<file path="config.mk">
export PLATFORM = sky130hd
export DESIGN_NAME = mmio_responder
export DESIGN_NICKNAME = d
export VERILOG_FILES = /design/src/rtl/mmio_pkg.sv /design/src/rtl/sync_fifo.sv /design/src/rtl/mmio_responder.sv
export SDC_FILE = /design/constraint.sdc
export NUM_CORES = 2
export LEC_CHECK = 0
export ABC_AREA = 1
export BUFFER_PORTS_ARGS = -buffer_cell sky130_fd_sc_hd__buf_2
export CAP_MARGIN = 40
export CORE_MARGIN = 4
export CORE_UTILIZATION = 50
export CTS_CLUSTER_SIZE = 8
export DETAILED_ROUTE_END_ITERATION = 16
export PLACE_DENSITY = 0.67
export SLEW_MARGIN = 20
export SYNTH_ARGS = -nofsm -noshare
export SYNTH_HDL_FRONTEND = slang
export SYNTH_SLANG_ARGS = --single-unit
</file>
<file path="constraint.sdc">
create_clock -name Clock -period 1.85 [get_ports Clock]
set_input_delay 0.0925 -clock Clock [delete_from_list [all_inputs] [get_ports Clock]]
set_output_delay 0.0925 -clock Clock [all_outputs]
set_load 0.1 [all_outputs]
</file>
<file path="src/rtl/mmio_pkg.sv">
// Address map, status-bit layout and address decode for mmio_responder.
package mmio_pkg;

   localparam logic [15:0] RAM_BASE       = 16'h0000;
   localparam logic [15:0] LEDR_ADDR      = 16'h1000;
   localparam logic [15:0] SW_ADDR        = 16'h3000;
   localparam logic [15:0] FIFO_DATA_ADDR = 16'h4000;
   localparam logic [15:0] FIFO_STAT_ADDR = 16'h4001;
   localparam logic [15:0] FIFO_POP_ADDR  = 16'h4002;

   localparam int unsigned STAT_EMPTY_BIT = 0;
   localparam int unsigned STAT_FULL_BIT  = 1;
   localparam int unsigned STAT_COUNT_LSB = 2;

   typedef enum logic [2:0] {
      RegRam,
      RegLedr,
      RegSw,
      RegFifoData,
      RegFifoStat,
      RegFifoPop,
      RegNone
   } region_e;

   // Whole 4 KiB window at the bottom is RAM; everything else is exact-match.
   function automatic region_e decode(input logic [15:0] a);
      region_e r;
      if (a[15:12] == RAM_BASE[15:12]) begin
         r = RegRam;
      end else begin
         case (a)
            LEDR_ADDR:      r = RegLedr;
            SW_ADDR:        r = RegSw;
            FIFO_DATA_ADDR: r = RegFifoData;
            FIFO_STAT_ADDR: r = RegFifoStat;
            FIFO_POP_ADDR:  r = RegFifoPop;
            default:        r = RegNone;
         endcase
      end
      return r;
   endfunction

endpackage

</file>
<file path="src/rtl/sync_fifo.sv">
// Single-clock mailbox FIFO; a pop on the same edge frees room for a push when full.
module sync_fifo #(
   parameter int unsigned WIDTH = 16,
   parameter int unsigned DEPTH = 8,
   localparam int unsigned PW   = $clog2(DEPTH),
   localparam int unsigned CW   = PW + 1
) (
   input  logic             clk,
   input  logic             rst_n,
   input  logic             push,
   input  logic             pop,
   input  logic [WIDTH-1:0] wdata,
   output logic [WIDTH-1:0] head,
   output logic [CW-1:0]    count,
   output logic             full,
   output logic             empty
);

   logic [WIDTH-1:0] mem [DEPTH];
   logic [PW-1:0]    wr_ptr_q, rd_ptr_q;
   logic [CW-1:0]    count_q;
   logic             do_push, do_pop;

   assign empty   = (count_q == '0);
   assign full    = (count_q == CW'(DEPTH));
   assign do_pop  = pop && !empty;
   assign do_push = push && (!full || do_pop);

   always_ff @(posedge clk) begin
      if (do_push) mem[wr_ptr_q] <= wdata;
   end

   always_ff @(posedge clk or negedge rst_n) begin
      if (!rst_n) begin
         wr_ptr_q <= '0;
         rd_ptr_q <= '0;
         count_q  <= '0;
      end else begin
         if (do_push) wr_ptr_q <= wr_ptr_q + PW'(1);
         if (do_pop)  rd_ptr_q <= rd_ptr_q + PW'(1);
         case ({do_push, do_pop})
            2'b10:   count_q <= count_q + CW'(1);
            2'b01:   count_q <= count_q - CW'(1);
            default: count_q <= count_q;
         endcase
      end
   end

   assign head  = empty ? '0 : mem[rd_ptr_q];
   assign count = count_q;

endmodule

</file>
<file path="src/rtl/mmio_responder.sv">
// Memory-mapped RAM/LED/switch responder with optional mailbox FIFO (MMIO_FIFO_EN).
module mmio_responder
   import mmio_pkg::*;
#(
   parameter int unsigned RAM_AW     = 8,
   parameter int unsigned FIFO_DEPTH = 8
) (
   input  logic        Clock,
   input  logic        Resetn,
   input  logic [15:0] ADDR,
   input  logic [15:0] DOUT,
   input  logic        W,
   output logic [15:0] DIN,
   input  logic [9:0]  SW,
   output logic [9:0]  LEDR,
   input  logic        ext_rd,
   output logic [15:0] ext_data,
   output logic        ext_valid
);

   localparam int unsigned CW = $clog2(FIFO_DEPTH) + 1;

   region_e     region;
   logic [15:0] ram [2**RAM_AW];
   logic [15:0] rd_data;
   logic [15:0] din_q;
   logic [9:0]  ledr_q;

   assign region = decode(ADDR);

   // Gating with Resetn drops a write that coincides with reset assertion.
   always_ff @(posedge Clock) begin
      if (Resetn && W && region == RegRam) ram[ADDR[RAM_AW-1:0]] <= DOUT;
   end

`ifdef MMIO_FIFO_EN
   logic          push, pop, full, empty;
   logic [CW-1:0] count;
   logic [15:0]   head;
   logic [15:0]   stat;

   assign push = W && region == RegFifoData;
   assign pop  = (W && region == RegFifoPop) || ext_rd;

   sync_fifo #(
      .WIDTH(16),
      .DEPTH(FIFO_DEPTH)
   ) u_fifo (
      .clk  (Clock),
      .rst_n(Resetn),
      .push (push),
      .pop  (pop),
      .wdata(DOUT),
      .head (head),
      .count(count),
      .full (full),
      .empty(empty)
   );

   always_comb begin
      stat                         = '0;
      stat[STAT_COUNT_LSB +: CW]   = count;
      stat[STAT_FULL_BIT]          = full;
      stat[STAT_EMPTY_BIT]         = empty;
   end

   assign ext_data  = head;
   assign ext_valid = !empty;
`else
   logic unused_ext_rd;

   assign unused_ext_rd = ext_rd;
   assign ext_data      = '0;
   assign ext_valid     = 1'b0;
`endif

   always_comb begin
      rd_data = '0;
      case (region)
         RegRam:      rd_data = ram[ADDR[RAM_AW-1:0]];
         RegLedr:     rd_data = {6'b0, ledr_q};
         RegSw:       rd_data = {6'b0, SW};
`ifdef MMIO_FIFO_EN
         RegFifoData: rd_data = head;
         RegFifoStat: rd_data = stat;
`endif
         default:     rd_data = '0;
      endcase
   end

   always_ff @(posedge Clock or negedge Resetn) begin
      if (!Resetn) begin
         din_q  <= '0;
         ledr_q <= '0;
      end else begin
         din_q <= rd_data;
         if (W && region == RegLedr) ledr_q <= DOUT[9:0];
      end
   end

   assign DIN  = din_q;
   assign LEDR = ledr_q;

endmodule
</file>
## Yosys cells after proc, flatten, opt, wreduce, memory -nomap -nowiden

Memory sizes are Yosys's and may differ from the RTL's.
Index checks and enable logic that the tools add are counted.

- Bits in registers: 26
- Bits in writable memories: 4096
- Bits of input ports: 46
- Output and inout port bits: 43
- Word-level logic and storage cells: 20
- Memories kept: 1

- Equal/unequal tests: 7
- Muxes and demuxes: 5
- Reductions and logical operators: 5

Memories:

| memory | words | bits a word | read ports | clocked after memory_dff | wr ports | line | RTL |
|---|---|---|---|---|---|---|---|
| ram | 256 | 16 | 1 | 0 | 1 | mmio_responder.sv:24 | `logic [15:0] ram [2**RAM_AW];` |

Operators by type and width:

| cell | number |
|---|---|
| 16-bit by 15-bit equality test with 1-bit output (second input constant) | 3 |
| 16-bit one-hot mux with 3 select lines | 1 |
| 16-bit by 13-bit equality test with 1-bit output (second input constant) | 1 |
| 16-bit by 14-bit equality test with 1-bit output (second input constant) | 1 |
| 3-bit one-hot mux with 5 select lines | 1 |
| 4-bit zero test | 1 |
| 3-bit by 1-bit equality test with 1-bit output (second input constant) | 1 |
| 3-bit by 2-bit equality test with 1-bit output (second input constant) | 1 |
| 1-bit logical AND | 3 |
| 3-bit zero test | 1 |
| 3-bit two-way mux | 1 |
| 1-bit two-way mux | 2 |

## Longest topological paths before layout

- Word-level depth: 7
- Depth in mapped cells: 19
- Depth with buffers taken out: 15

## Least setup slack after synthesis

OpenSTA, ideal clock, no wires.

- Kind: input-to-reg
- From: input port ADDR[1]
- To: memory ram[108][0], enable pin
- Library setup time: 0.388 ns
- Arrival: 2.102 ns
- Data required time: 1.462 ns
- Slack: -0.640 ns
- Stages: 11
- Buffers on the path: 6
- Cells stage by stage: buf_4 inv_2 buf_6 nand2_4 buf_2 buf_2 buf_4 nor2_1 nand2_1 clkbuf_1 nor2_1

- Longest elaborated chain between the ends: 7
- Elaborated cells on any way between the ends: 11
- Classes of those cells: eq/ne: 5; mux: 4; reduce/logical: 2

RTL lines:

| element | line | RTL |
|---|---|---|
| from (decl) | mmio_responder.sv:10 | `input logic [15:0] ADDR,` |
| 16-bit by 15-bit equality test with 1-bit output (tied with other cells) | mmio_pkg.sv:31 | `case (a)` |
| 3-bit one-hot mux with 5 select lines | mmio_pkg.sv:31 |  |
| 3-bit two-way mux | mmio_pkg.sv:28 | `if (a[15:12] == RAM_BASE[15:12]) begin` |
| 3-bit zero test | mmio_responder.sv:33 | `if (Resetn && W && region == RegRam) ram[ADDR[RAM_AW-1:0]] <= DOUT;` |
| 1-bit logical AND | mmio_responder.sv:33 |  |
| 1-bit two-way mux | mmio_responder.sv:33 |  |
| 1-bit two-way mux (implied by the code) | mmio_responder.sv:33 |  |
| to (decl) | mmio_responder.sv:24 |  |

Several ways; a longest one is shown, not always the timed one.

## Final worst setup path

- From: register din_q[14], in the netlist DIN[14]
- To: output port DIN[14]

RTL lines:

| element | line | RTL |
|---|---|---|
| from (decl) | mmio_responder.sv:26 | `logic [15:0] din_q;` |
| from (signal assigned) | mmio_responder.sv:96 | `din_q <= rd_data;` |
| to (decl) | mmio_responder.sv:13 | `output logic [15:0] DIN,` |

No word-level cell between the ends.

==> impl_metrics.toml <==
[outcome]
status = "finished with violations"
violations = "setup timing"

[synth]
syn_inst = 13500
ys.flop_type = "edfxtp_1"
syn_area_sq_um = 162000
async_flop_share_pct = 0.631
syn_area_per_cell_sq_um = 12.0
synth_seq_cells = 4122
ys_warn_count = 0
seq_area_frac_synth_pct = 76.3
synth_cell_types = 30
synth_edf_count = 4096

[routing]
dr_wl_met3_microns = 60500
m1WireLength_microns = 193000
drc_errors = 0
drtIter0Drc = 15800
viasPerCell = 5.71
wl_per_cell_microns = 26.1
wirelength_microns = 509000
final_antenna_net_count = 0
first_pass_iters = 7
wl_met2_microns = 231000
routed.top_layer = "met4"
vias = 111000

[critical_path]
worst_ep_required_time_ps = 1760
worstPathMaxFanout = 1
arrival_ps = 1840
cp-end-kind = "primary output"
crit_family = "flip-flops"
path_class = "reg -> out"
crit_path_top_delay_cell = "dfrtp_2"
cpPeakStageDelay_ps = 560
ff2ff_path_depth = 13
path_buf_inv = 1
path_depth = 1
path_cells = "buf_12"
worstSetupStartpointType = "flop"

[global_routing]
first_global_vias = 106000
antenna_found_initial = 14
grt_pass1_wl_microns = 726000
grt_max_degree = 97
grt_overflow = 0
gr-usage-all-layers_pct = 29.8

[pwr]
p_leak_nw = 75.1
powerDensity_nw_per_um2 = 1050
irDropWorstVdd_mv = 0.950

[cts]
tritoncts = "built"
clock_latency_ps = 1050
clockRootBuffer = "clkbuf_16"
clk_pin_slew_ps = 50
htree_levels = 6
cts_sinks = 4122
cts_buffer_depth = 4
cts_buffers = 585

[sta]
slew_headroom_pct = 54.2
tns_ps = -306
period_share_pct = 104
holdWs_ps = 44.5
rsz0062_at_grt = "true"
fmax_mhz = 517
finalMaxSlewViolations = 0
tightest_slew_ps = 684
setup_viol = 12
setup_slack_ps = -83.1
period_minus_slack_ps = 1930
skew_ps = 56.5
hold_viol = 0

[layout]
area_growth_pct = 24.1
final_util_pct = 62.5
final_cells = 19500
drive_above_1_share_pct = 17.8
nets = 15100
final_common_cell = "edfxtp_1"
layout_common_cells = "edfxtp_1, nor2_1, nand2_1, buf_4, o22ai_1"

[place]
dp_hpwl_microns = 326000
dpl.cell_count = 18700
io_buffers = 70
gp_congestion = 0.999

[floorplan]
die_y_microns = 577
boundaryPins = 89
rows = 208
core_area_sq_um = 322000
die_w_microns = 577
start_util_pct = 50.3
die_area_sq_um = 333000

[min_path]
holdCritPathClass = "in -> reg"
whs_path_depth = 2

[flow_run]
cap_violations = 0
[cell usage after synthesis (2+ instances only)]
cell type | count | area share, %
nor2_1 | 3949 | 9.1
buf_4 | 34 | 0.16
o21bai_1 | 20 | 0.093
buf_2 | 302 | 0.93
clkinv_1 | 9 | 0.021
inv_2 | 5 | 0.012
nand3_1 | 18 | 0.056
o21ai_1 | 92 | 0.28
nand2_2 | 2 | 0.0077
a21oi_1 | 23 | 0.071
buf_6 | 4 | 0.028
dfrtp_1 | 26 | 0.40
buf_1 | 69 | 0.16
nand2_1 | 3056 | 7.1
inv_1 | 434 | 1.0
o21ai_0 | 375 | 1.2
mux2_2 | 10 | 0.069
nand4_1 | 102 | 0.39
o22a_1 | 9 | 0.049
clkbuf_1 | 253 | 0.59
o22ai_1 | 612 | 2.4
edfxtp_1 | 4096 | 76
[worst paths after layout]
check | slack [ps] | end | start
min reg2reg | 560 | LEDR[6] | LEDR[6]
min | 40 | ram[42][0] | DOUT[0]
max in group asynchronous | 1200 | DIN[11] | Resetn
max reg2reg | 0 | DIN[0] | ram[69][0]
max | -80 | DIN[14] | DIN[14]
min in group asynchronous | 180 | LEDR[3] | Resetn
[kinds of logic (layout without fill, tap and decap cells)]
group           after synthesis  count (layout)  synth area share [%]
simple gates               7132            7132                  16.7
flops                      4122            4122                  76.3
compound gates             1132            1132                  4.02
buf+inv                    1111            2754                  2.91
mux                          10              10                0.0695
other cells                   1              22               0.00231
[metrics by stage]
| stage | cell area (sq um) | total power (W) | setup WS [ps] |
|---|---|---|---|
| 2_1_floorplan | 163000 | 0.110 | -440 |
| 3_3_place_gp | 183000 | 0.117 | -1770 |
| 3_5_place_dp | 183000 | 0.117 | -1440 |
| 4_1_cts | 200000 | 0.212 | -128 |
| 5_1_grt | 201000 | 0.217 | -87.0 |
| 6_report | 201000 | 0.212 | -83.1 |
[layer usage]
metal  up-vias  global-route usage, %
li1      49100                      -
met1     54300                   41.1
met2      6863                   45.4
met3      1087                   6.93
met4         0                   13.2
met5         -                      0
[layout make-up]
class,instances,area (sq um)
well taps,4305,5390
clock buffers,662,15000
diodes,5,12.5
multi-input cells,8291,35700
inverters,449,1730
fillers,23600,121000
repair buffers,1587,18500
flip-flops and latches,4122,124000
clock inverters,56,1060
[power by group]
group / leakage [nW] / switching [W] / internal (W) / total (W)
sequential: 37.1 / 0.0000334 / 0.103 / 0.103
combinational: 30.1 / 0.00929 / 0.00408 / 0.0134
clock: 7.82 / 0.0384 / 0.0571 / 0.0955
total: 75.1 / 0.0477 / 0.164 / 0.212
[sequential cells by signal (all words and copies together) (netlist names)]
name  cells
DIN      16
LEDR     10
ram    4096
[repair_timing]
item | 4_1_cts | 5_1_grt
gates resized for setup | 236 | 253
hold endpoints to repair | 4158 | 0
pin swaps | 25 | 97
buffers inserted | 0 | 2
endpoints found under the setup margin | 42 | 468
hold buffers | 57 | 0
(Power assumes the default switching activity.)
